## src/rtl/lsu_load_align_queue.sv

```systemverilog
// lsu_load_align_queue
//   Tracks outstanding loads between issue and writeback. Each issued load
//   pushes its {id, fn3, byte offset} into an attribute FIFO. In-order memory
//   responses fill a data FIFO. The two FIFO heads pair up to produce an
//   aligned, sign/zero-extended writeback result.
//
// Ports
//   clk, rst_n            clock; synchronous active-low reset
//   issue_valid/ready     load issue handshake (ready = room for another load)
//   issue_id/fn3/byte     attributes of the issued load
//   rsp_valid/rsp_data    in-order raw read words, no backpressure
//   wb_valid/ready        writeback handshake
//   wb_id/wb_data         ID and aligned result of the head load
//   outstanding           loads issued but not yet written back
//   rsp_err               sticky flag: a response arrived with no pending load
//
// Configuration
//   LSU_LOAD_ALIGN_OUT_REG_EN  when defined, results pass through a 2-entry
//                              output skid register (latency 2, full rate).

module lsu_load_align_queue #(
  parameter int DEPTH = 4,
  parameter int ID_W  = 3
) (
  input  logic                       clk,
  input  logic                       rst_n,
  input  logic                       issue_valid,
  output logic                       issue_ready,
  input  logic [ID_W-1:0]            issue_id,
  input  logic [2:0]                 issue_fn3,
  input  logic [1:0]                 issue_byte,
  input  logic                       rsp_valid,
  input  logic [31:0]                rsp_data,
  output logic                       wb_valid,
  input  logic                       wb_ready,
  output logic [ID_W-1:0]            wb_id,
  output logic [31:0]                wb_data,
  output logic [$clog2(DEPTH+1)-1:0] outstanding,
  output logic                       rsp_err
);

  localparam int CNT_W  = $clog2(DEPTH+1);
  localparam int PTR_W  = $clog2(DEPTH);
  localparam int ATTR_W = ID_W + 5;
  localparam logic [CNT_W-1:0] DEPTH_C = CNT_W'(DEPTH);

  function automatic logic [CNT_W-1:0] cnt_upd(input logic [CNT_W-1:0] c,
                                               input logic inc, input logic dec);
    logic [CNT_W-1:0] r;
    r = c;
    if (inc && !dec)      r = c + CNT_W'(1);
    else if (dec && !inc) r = c - CNT_W'(1);
    return r;
  endfunction

  function automatic logic [31:0] align_load(input logic [2:0] fn3,
                                             input logic [1:0] bsel,
                                             input logic [31:0] raw);
    logic [31:0] sh;
    sh = raw >> {bsel, 3'b000};
    case (fn3)
      3'b000:  return {{24{sh[7]}}, sh[7:0]};
      3'b100:  return {24'd0, sh[7:0]};
      3'b001:  return {{16{sh[15]}}, sh[15:0]};
      3'b101:  return {16'd0, sh[15:0]};
      default: return raw;
    endcase
  endfunction

  // Storage
  logic [ATTR_W-1:0] attr_mem [DEPTH];
  logic [31:0]       data_mem [DEPTH];

  // State
  logic [PTR_W-1:0] attr_wr_q, attr_wr_d, attr_rd_q, attr_rd_d;
  logic [PTR_W-1:0] data_wr_q, data_wr_d, data_rd_q, data_rd_d;
  logic [CNT_W-1:0] attr_cnt_q, attr_cnt_d, data_cnt_q, data_cnt_d;
  logic [CNT_W-1:0] pend_q, pend_d, out_q, out_d;
  logic             err_q, err_d;

  logic             issue_fire, rsp_fire, head_valid, head_pop, wb_pop;
  logic [ID_W-1:0]  head_id;
  logic [2:0]       head_fn3;
  logic [1:0]       head_byte;
  logic [31:0]      aligned;

  // A new issue is only admitted against the registered count, so a
  // same-cycle writeback pop never frees a slot early.
  assign issue_ready = (out_q < DEPTH_C);
  assign issue_fire  = issue_valid & issue_ready;
  // Only loads issued in earlier cycles can absorb a response.
  assign rsp_fire    = rsp_valid & (pend_q != '0);
  assign head_valid  = (attr_cnt_q != '0) & (data_cnt_q != '0);

  assign {head_id, head_fn3, head_byte} = attr_mem[attr_rd_q];
  assign aligned = align_load(head_fn3, head_byte, data_mem[data_rd_q]);

  assign outstanding = out_q;
  assign rsp_err     = err_q;

`ifdef LSU_LOAD_ALIGN_OUT_REG_EN
  logic [ID_W+31:0] skid_mem [2];
  logic             skid_wr_q, skid_rd_q;
  logic [1:0]       skid_cnt_q;

  assign wb_valid          = (skid_cnt_q != 2'd0);
  assign {wb_id, wb_data}  = skid_mem[skid_rd_q];
  assign wb_pop            = wb_valid & wb_ready;
  // Refill the skid when it has room or is draining this cycle.
  assign head_pop          = head_valid & ((skid_cnt_q != 2'd2) | wb_pop);

  always_ff @(posedge clk) begin
    if (!rst_n) begin
      skid_wr_q  <= 1'b0;
      skid_rd_q  <= 1'b0;
      skid_cnt_q <= 2'd0;
    end else begin
      if (head_pop) begin
        skid_mem[skid_wr_q] <= {head_id, aligned};
        skid_wr_q           <= ~skid_wr_q;
      end
      if (wb_pop) skid_rd_q <= ~skid_rd_q;
      if (head_pop && !wb_pop)      skid_cnt_q <= skid_cnt_q + 2'd1;
      else if (wb_pop && !head_pop) skid_cnt_q <= skid_cnt_q - 2'd1;
    end
  end
`else
  assign wb_valid = head_valid;
  assign wb_id    = head_id;
  assign wb_data  = aligned;
  assign head_pop = head_valid & wb_ready;
  assign wb_pop   = head_pop;
`endif

  always_comb begin
    attr_wr_d  = attr_wr_q + PTR_W'(issue_fire);
    attr_rd_d  = attr_rd_q + PTR_W'(head_pop);
    data_wr_d  = data_wr_q + PTR_W'(rsp_fire);
    data_rd_d  = data_rd_q + PTR_W'(head_pop);
    attr_cnt_d = cnt_upd(attr_cnt_q, issue_fire, head_pop);
    data_cnt_d = cnt_upd(data_cnt_q, rsp_fire, head_pop);
    pend_d     = cnt_upd(pend_q, issue_fire, rsp_fire);
    out_d      = cnt_upd(out_q, issue_fire, wb_pop);
    err_d      = err_q | (rsp_valid & (pend_q == '0));
  end

  always_ff @(posedge clk) begin
    if (!rst_n) begin
      attr_wr_q  <= '0;
      attr_rd_q  <= '0;
      data_wr_q  <= '0;
      data_rd_q  <= '0;
      attr_cnt_q <= '0;
      data_cnt_q <= '0;
      pend_q     <= '0;
      out_q      <= '0;
      err_q      <= 1'b0;
    end else begin
      attr_wr_q  <= attr_wr_d;
      attr_rd_q  <= attr_rd_d;
      data_wr_q  <= data_wr_d;
      data_rd_q  <= data_rd_d;
      attr_cnt_q <= attr_cnt_d;
      data_cnt_q <= data_cnt_d;
      pend_q     <= pend_d;
      out_q      <= out_d;
      err_q      <= err_d;
    end
  end

  // FIFO storage carries no reset; the counters qualify its contents.
  always_ff @(posedge clk) begin
    if (issue_fire) attr_mem[attr_wr_q] <= {issue_id, issue_fn3, issue_byte};
    if (rsp_fire)   data_mem[data_wr_q] <= rsp_data;
  end

endmodule

```

## config.mk

```make
export PLATFORM = sky130hd
export DESIGN_NAME = lsu_load_align_queue
export DESIGN_NICKNAME = d
export VERILOG_FILES = /design/src/rtl/lsu_load_align_queue.sv
export SDC_FILE = /design/constraint.sdc
export NUM_CORES = 1
export LEC_CHECK = 0
export CORE_ASPECT_RATIO = 1.25
export CORE_MARGIN = 4
export CORE_UTILIZATION = 51
export DETAILED_ROUTE_END_ITERATION = 8
export PLACE_DENSITY = 0.76
export SYNTH_ARGS = -nofsm -noshare
export SYNTH_HDL_FRONTEND = slang
export SYNTH_SLANG_ARGS = --single-unit
```

## constraint.sdc

```tcl
create_clock -name clk -period 3.9 [get_ports clk]
set_clock_uncertainty 0.15 [all_clocks]
set_input_delay 0.78 -clock clk [delete_from_list [all_inputs] [get_ports clk]]
set_output_delay 0.78 -clock clk [all_outputs]
set_load 0.05 [all_outputs]
```

==> results.toml <==
[route]
post_drt_wl_per_cell_um = 20.45
drtAntennaViolNets = 0
drc_errors = 0
routed_wl_um = 15070
first_iter_violations = 404
via_per_inst = 5.643
vias = 4159
firstDrtPassIters = 5

[timing]
setup_viol = 0
timing.hold.ws_ns = 0.3536
period_needed_ns = 3.703
fin_crit_sh_pct = 94.96
finalHoldViolCount = 0
slew_viol_final = 0
tightest_slew_ns = 0.7643
max_freq_mhz = 270.0
maxSlewHeadroom_pct = 48.86

[worst_setup_path]
endpoint_kind = "output port"
path_max_fanout = 8
required_ns = 2.97
crit_type = "reg2out"
worst_ep_arrival_time_ns = 2.77
cp-start-kind = "flop"
r2r_cells = 9

[power]
pwr-share-seq_pct = 33.7
p_sw_share_pct = 38.70
power.density_nw_per_um2 = 810.5
comb_power_share_pct = 45.7
p_int_uw = 4639
ir_drop_uv = 491.2
switchingPower_uw = 2928
clockPowerShare_pct = 20.6
power_leakage_uw = 0.003318
total_power_uw = 7566

[clock_tree]
postCtsSetupBuffers = 0
numCtsBuffers = 17
htreeDepth = 4
cts_tree = "yes"
cts_sinks = 181
path_clk_slew_ns = 0.06
cts_resized = 0
clk_latency_ns = 0.41
cts_hold_buf = 0
clock_path_buffers = 2
root_buffer = "clkbuf_16"

[die]
fp.dieArea_um2 = 16940
die_h_um = 144.5
rows = 49
design.core.area_um2 = 14530
start_util_pct = 52.34
die_x_um = 117.2
ios = 86

[final_layout]
final_common_cell = "edfxtp_1"
nFillCells = 1032
seq_area_um2 = 5226
layout_common_cells = "edfxtp_1, clkdlybuf4s50_1, nand2_1"
multi_input_area_um2 = 2213
synthToLayoutAreaGrowth_pct = 22.75
post_route_cells_drive_above_1_share_pct = 21.65
fin_area_um2 = 9335
antenna_cells = 0
nNetsFinal = 601

[synthesis]
async_flop_share_pct = 0
synth_edf_count = 160
yosysUniqueCellTypes = 35
syn_avg_cell_area_um2 = 16.71
seq_area_frac_synth_pct = 68.71
synth_ff_type = "edfxtp_1"
syn_inst = 455
syn_nets = 509
ys_ff_latch = 181
synthesis.area_um2 = 7605
yosysWarnings = 0

[hold_path]
min_path_type = "reg2reg"
min_path_cells = 2

[placement]
io_buffers = 85
place_area_um2 = 8781
place_hpwl_um = 10200
place.gp.congestion = 0.9112

[run_status]
status = "completed"

[global_route]
track_usage_pct = 18.69
grt_max_degree = 42
grt_remaining_overflow = 0
first_global_vias = 4392
grt_pass1_wl_um = 23580
antenna_found_initial = 1

[flow_run]
max_cap_violations = 0
==> power groups by stage <==
stage                     Combinational, uW  Sequential [uW]  Clock, uW
after floorplan                        2240             2600          0
after global placement                 3390             2570          0
after detailed placement               3440             2590          0
after CTS                              3460             2560       1590
after global routing                   3670             2580       1680
final                                  3450             2550       1560
==> kinds of logic (layout without fill, tap and decap cells) <==
kind of cell	count (synthesis)	in the layout	synth area share, %
compound gates	52	52	4.311
flops	181	181	68.71
simple gates	99	99	6.071
xor+xnor	13	13	1.497
fa+ha+maj	9	9	1.876
buf+inv	40	144	2.567
mux	61	61	14.97
==> per-layer routing <==
metal,GRT usage [%],up-vias,share of wire (%)
li1,-,1936,-
met4,4.831,2,1.3
met1,24.42,2053,42
met3,4.604,20,5.7
met2,31.47,148,50
met5,0,-,0.080
==> final timing paths <==
check                     from             to  slack, ns
setup / recovery  attr_rd_q[0]    wb_data[13]       0.20
hold / removal         rsp_err        rsp_err       0.35
setup reg to reg     pend_q[0]  data_cnt_q[2]       1.36
hold reg to reg        rsp_err        rsp_err       0.35
==> through the flow <==
stage,util [%],setup TNS [ns],worst slack (ns),instances
after floorplan,-,0,0.05170,455
after global placement,60.43,0,0.6121,706
after detailed placement,60.43,0,0.5212,706
after CTS,64.18,0,0.06665,737
after global routing,64.25,-0.0003861,-0.0003861,737
final,64.25,0,0.1965,737
==> flip-flops by register name, summed over array words and instances (netlist names), 2 cells and up <==
name and count:
attr_cnt_q 3, attr_rd_q 2, outstanding 3, attr_mem 32, attr_wr_q 2, data_wr_q 2, data_rd_q 2, pend_q 3
data_cnt_q 3, data_mem 128
==> critical path, cell delays in order, from the launching register on <==
cell and delay [ns]:
dfxtp_1 0.43, mux4_1 0.64, or2_2 0.31, o221ai_2 0.32, o21ai_0 0.14, o21ai_0 0.33, buf_12 0.19
==> layout make-up <==
cell class | count | share of cell area (%)
sequential | 181 | 55.98
timing repair buffer | 99 | 11.53
clock inverter | 14 | 1.273
tap | 178 | 2.386
inverter | 14 | 0.5629
multi-input combinational | 234 | 23.71
clock buffer | 17 | 4.557
==> cell usage after synthesis (4+ instances only) <==
cell type | instances | share of area [%]
edfxtp_1 | 160 | 63
nand2_1 | 46 | 2.3
mux4_2 | 36 | 11
dfxtp_1 | 21 | 5.5
mux2i_1 | 20 | 2.6
o21ai_0 | 19 | 1.3
nor2_1 | 15 | 0.74
inv_1 | 14 | 0.69
clkbuf_1 | 13 | 0.64
and2_1 | 12 | 0.99
a21oi_1 | 9 | 0.59
o22a_1 | 8 | 0.92
o22ai_1 | 8 | 0.66
xor2_1 | 7 | 0.81
buf_2 | 6 | 0.39
nor2b_1 | 6 | 0.49
nor3_1 | 6 | 0.39
xnor2_1 | 6 | 0.69
ha_1 | 5 | 0.82
and3_1 | 4 | 0.33
buf_4 | 4 | 0.39
fa_1 | 4 | 1.1
mux4_1 | 4 | 1.4
or3_1 | 4 | 0.33
(Power assumes the default switching activity.)
